<file path="src/rtl/alu_mul_sequencer.sv">
// Shift-add unsigned multiplier that borrows the shared datapath ALU (ADD mode)
// through a request/grant handshake; one product bit retires per granted cycle.
module alu_mul_sequencer #(
  parameter int WIDTH = 32,
  parameter int CNT_W = 6
) (
  input  logic             Clk,
  input  logic             Reset,
  input  logic             Start,
  input  logic [WIDTH-1:0] MulA,
  input  logic [WIDTH-1:0] MulB,
  output logic             Ready,
  output logic             Done,
  output logic [WIDTH-1:0] ProdHi,
  output logic [WIDTH-1:0] ProdLo,
  output logic             AluReq,
  input  logic             AluGnt,
  output logic [2:0]       AluOp,
  output logic [WIDTH-1:0] AluA,
  output logic [WIDTH-1:0] AluB,
  input  logic [WIDTH-1:0] AluResult,
  input  logic             AluCarryOut
);

  localparam logic [2:0]       OP_ADD   = 3'd2;
  localparam logic [CNT_W-1:0] CNT_LAST = CNT_W'(WIDTH - 1);

  typedef enum logic [1:0] {
    S_IDLE = 2'd0,
    S_RUN  = 2'd1,
    S_DONE = 2'd2
  } state_e;

  state_e           state_q, state_d;
  logic [CNT_W-1:0] cnt_q, cnt_d;
  logic [WIDTH-1:0] mcand_q, mcand_d;
  logic [WIDTH-1:0] hi_q, hi_d;
  logic [WIDTH-1:0] lo_q, lo_d;

  always_ff @(posedge Clk) begin
    if (Reset) begin
      state_q <= S_IDLE;
      cnt_q   <= '0;
      mcand_q <= '0;
      hi_q    <= '0;
      lo_q    <= '0;
    end else begin
      state_q <= state_d;
      cnt_q   <= cnt_d;
      mcand_q <= mcand_d;
      hi_q    <= hi_d;
      lo_q    <= lo_d;
    end
  end

  always_comb begin
    state_d = state_q;
    cnt_d   = cnt_q;
    mcand_d = mcand_q;
    hi_d    = hi_q;
    lo_d    = lo_q;
    unique case (state_q)
      S_IDLE: begin
        if (Start) begin
          mcand_d = MulA;
          hi_d    = '0;
          lo_d    = MulB;
          cnt_d   = '0;
          state_d = S_RUN;
        end
      end
      S_RUN: begin
        // Without a grant the ALU belongs to someone else: hold everything.
        if (AluGnt) begin
          if (lo_q[0]) begin
            hi_d = {AluCarryOut, AluResult[WIDTH-1:1]};
            lo_d = {AluResult[0], lo_q[WIDTH-1:1]};
          end else begin
            hi_d = {1'b0, hi_q[WIDTH-1:1]};
            lo_d = {hi_q[0], lo_q[WIDTH-1:1]};
          end
          cnt_d = cnt_q + 1'b1;
          if (cnt_q == CNT_LAST) state_d = S_DONE;
        end
      end
      S_DONE:  state_d = S_IDLE;
      default: state_d = S_IDLE;
    endcase
  end

  always_comb begin
    Ready  = (state_q == S_IDLE);
    Done   = (state_q == S_DONE);
    AluReq = (state_q == S_RUN);
    ProdHi = hi_q;
    ProdLo = lo_q;
    // Operands are quiet outside RUN so the datapath mux sees zeros when idle.
    AluOp  = AluReq ? OP_ADD  : 3'd0;
    AluA   = AluReq ? hi_q    : '0;
    AluB   = AluReq ? mcand_q : '0;
  end

endmodule

</file>
<file path="config.mk">
export PLATFORM = sky130hd
export DESIGN_NAME = alu_mul_sequencer
export DESIGN_NICKNAME = d
export VERILOG_FILES = /design/src/rtl/alu_mul_sequencer.sv
export SDC_FILE = /design/constraint.sdc
export NUM_CORES = 1
export LEC_CHECK = 0
export CELL_PAD_IN_SITES_DETAIL_PLACEMENT = 1
export CELL_PAD_IN_SITES_GLOBAL_PLACEMENT = 2
export CORE_MARGIN = 5
export CORE_UTILIZATION = 23
export DETAILED_ROUTE_END_ITERATION = 16
export PLACE_DENSITY = 0.79
export SYNTH_ARGS = -nofsm -noshare
export SYNTH_HDL_FRONTEND = slang
export SYNTH_SLANG_ARGS = --single-unit
</file>
<file path="constraint.sdc">
create_clock -name Clk -period 1.85 [get_ports Clk]
set_input_delay 0.4625 -clock Clk [delete_from_list [all_inputs] [get_ports Clk]]
set_output_delay 0.4625 -clock Clk [all_outputs]
set_load 0.01 [all_outputs]
</file>
==> impl_metrics.json, run 1 <==
{
  "num_rows": 54,
  "core_area_um2": 21600,
  "critPathMaxStageDelay_ns": 0.33,
  "fin_crit_sh_pct": 106,
  "clk_pin_slew_ns": 0.07,
  "drc": 0,
  "firstDrtPassIters": 4,
  "via_per_inst": 4.85,
  "first_global_vias": 5261,
  "synthDominantCellAreaShare_pct": 41.7,
  "grt_max_degree": 63,
  "dp.cells": 1009,
  "netlist_area_um2": 4990,
  "path_delay_family": "buffers and inverters",
  "final_cell_count_no_fill": 1039,
  "yosysTopAreaCell": "dfxtp_1",
  "yosys_warnings": 0,
  "final_nets": 854,
  "cts_htree_levels": 3,
  "die_h_um": 157,
  "die_x_um": 157,
  "ant_nets": 0,
  "powerDensity_nw_per_um2": 716,
  "status": "complete, but fails checks",
  "postLayoutCellArea_um2": 8310,
  "synth_ff_type": "dfxtp_1",
  "fmax_mhz": 511,
  "fillers": 2422,
  "numCtsBuffers": 9,
  "maxSlewViolCount": 0,
  "io_buffers": 232,
  "synth.distinct_cells": 33,
  "clk_path_buf_depth": 2,
  "path_max_fanout": 8,
  "synth-edff-count": 0,
  "drt-initial-drc-count": 159,
  "clock_skew_ns": 0.00804,
  "routed_wl_um": 19800,
  "setup_slack_ns": -0.106,
  "ys_top_cells_by_area": "dfxtp_1, and2_1, mux2_2, a21oi_1, mux2i_1",
  "critPathKind": "flip-flop to output pin",
  "grt_remaining_overflow": 0,
  "start_util_pct": 23.1,
  "finalSetupViolations": 35,
  "min_path_type": "flip-flop to flip-flop",
  "grt_use_total_pct": 15.4,
  "avgSynthCellArea_um2": 9.35,
  "yosysMostFrequentCell": "dfxtp_1",
  "vias": 5038,
  "drive_gt1_share_pct": 29.2,
  "fin_crit_ns": 1.96,
  "tightest_slew_ns": 0.599,
  "ir_worst_vdd_mv": 0.398,
  "worstPathArrival_ns": 1.49,
  "netlist_top_cells_count": "dfxtp_1, a21oi_1, and2_1",
  "cp_slowest_cell": "dfxtp_2",
  "antenna_found_initial": 1,
  "synth-seq-cells": 104,
  "dpl.hpwl_um": 13500,
  "timing.max_cap.violations": 0,
  "place.gp.congestion": 0.814,
  "syn_to_final_growth_pct": 66.4,
  "die-area_um2": 24800,
  "numClockSinks": 104,
  "met3_usage_pct": 4.07,
  "rsz0062_at_grt": "true",
  "start_kind": "flip-flop",
  "ys_seq_area_share_pct": 41.7,
  "async_reset_ff_share_pct": 0,
  "wl_per_cell_um": 19.0,
  "power.total_w": 0.00595,
  "placed_area_um2": 7660,
  "endpoint_kind": "output pin",
  "pre_cts_slack_ns": -0.287,
  "globalRouteMet2Util_pct": 26.6,
  "required_ns": 1.39,
  "root_buffer": "clkbuf_16",
  "finalHoldViolCount": 0,
  "path_cells": "nand2b_4, clkinv_8, buf_12, buf_16, and2_4, buf_6",
  "ios": 235,
  "cts_tree": "yes",
  "syn_inst": 534,
  "grt.busiest_layer": "met2",
  "clock_latency_ns": 0.35,
  "grt.met1_usage_pct": 19.0,
  "grt_pass1_wl_um": 30400,
  "violations": "negative setup slack",
  "slew-limit-headroom_pct": 60.0,
  "cp.buffers_inverters": 4,
  "p_leak_nw": 3.34
}
==> kinds of logic (layout without fill, tap and decap cells) <==
| logic type | after synthesis | count (layout) | share of synthesized area (%) |
|---|---|---|---|
| other cells | 1 | 4 | 0.0751 |
| flops | 104 | 104 | 41.7 |
| simple gates | 118 | 118 | 14.8 |
| buf+inv | 70 | 292 | 6.51 |
| mux | 66 | 66 | 14.1 |
| fa+ha+maj | 1 | 1 | 0.251 |
| compound gates | 174 | 174 | 22.5 |
==> final cells by class <==
type | instances | area [um2] | share of cell area (%)
clock buffers | 10 | 239 | 2.88
diodes | 2 | 5.00 | 0.0602
multi-input cells | 361 | 2740 | 32.9
repair buffers | 272 | 2800 | 33.7
well taps | 280 | 350 | 4.22
flip-flops and latches | 104 | 2090 | 25.1
clock inverters | 6 | 66.3 | 0.798
inverters | 4 | 27.5 | 0.331
==> cell usage in the layout, fill, tap and decap left out, types with 2 or more instances in the layout <==
cell	instances
nand2_1	4
dfxtp_2	4
buf_4	24
clkdlybuf4s50_1	160
and2_1	14
buf_12	7
inv_1	2
or4_1	5
clkinv_2	2
mux2i_1	33
dlymetal6s2s_1	2
diode_2	2
nand4_1	32
buf_16	5
o21ai_0	35
nand3_1	4
a311oi_1	31
clkbuf_2	2
inv_6	2
and2_4	50
a22o_1	32
mux2_2	32
a21oi_1	69
buf_2	17
dfxtp_1	100
o31ai_1	3
conb_1	2
clkbuf_16	9
buf_6	54
==> sequential cells by signal, summed over array words and instances (netlist names) <==
register and flops:
state_q 2, ProdLo 32, cnt_q 6, mcand_q 32, ProdHi 32
==> per-stage QoR <==
step           hold slack [ns]  TNS [ns]  utilization, %
2_1_floorplan            0.440         0               -
3_3_place_gp             0.452    -14.24            35.4
3_5_place_dp             0.456    -23.82            35.4
4_1_cts                  0.477     -4.41            37.4
5_1_grt                  0.495     -4.75            38.4
6_report                 0.478     -1.45            38.4
==> power by group <==
part	total [W]	internal, W	leakage, nW	switching, W
registers	0.00249	0.00238	0.853	0.000111
logic	0.00148	0.000835	2.33	0.000650
clock network	0.00197	0.00109	0.153	0.000878
total	0.00595	0.00431	3.34	0.00164
==> per-layer routing <==
metal  vias up  part of all wire (%)
met5         -                     0
met4         0                   1.4
met3        14                   6.0
met2       147                    50
met1      2446                    43
li1       2431                     -
==> worst reg2reg max path, stage by stage (launching register included) <==
cell and delay (ns):
dfxtp_2 0.32, buf_4 0.13, buf_6 0.15, inv_2 0.06
buf_4 0.10, buf_6 0.36, a21oi_1 0.18, a311oi_1 0.31
==> what timing repair did <==
| item | CTS | global route |
|---|---|---|
| setup buffers | 4 | 4 |
| pin swaps | 6 | 8 |
| hold buffers | 0 | 0 |
| resized for setup | 332 | 60 |
| gates cloned | 5 | 0 |
| endpoints found under the setup margin | 69 | 73 |
==> final timing paths <==
check,to,from,slack [ns],cells past startpoint
worst max register to register,ProdLo[27],state_q[1],0.14,7
worst min-delay path,mcand_q[18],mcand_q[18],0.48,1
worst max-delay path,AluA[1],state_q[1],-0.11,6
worst min register to register,mcand_q[18],mcand_q[18],0.48,1
Power figures use the tool's default switching activity.
==> inputs of run 2 (changes only) <==
GPL_ROUTABILITY_DRIVEN = 0   (was unset)
==> results of run 2 <==
Same layout as run 1: the final DEF is identical, and so are final timing and power.
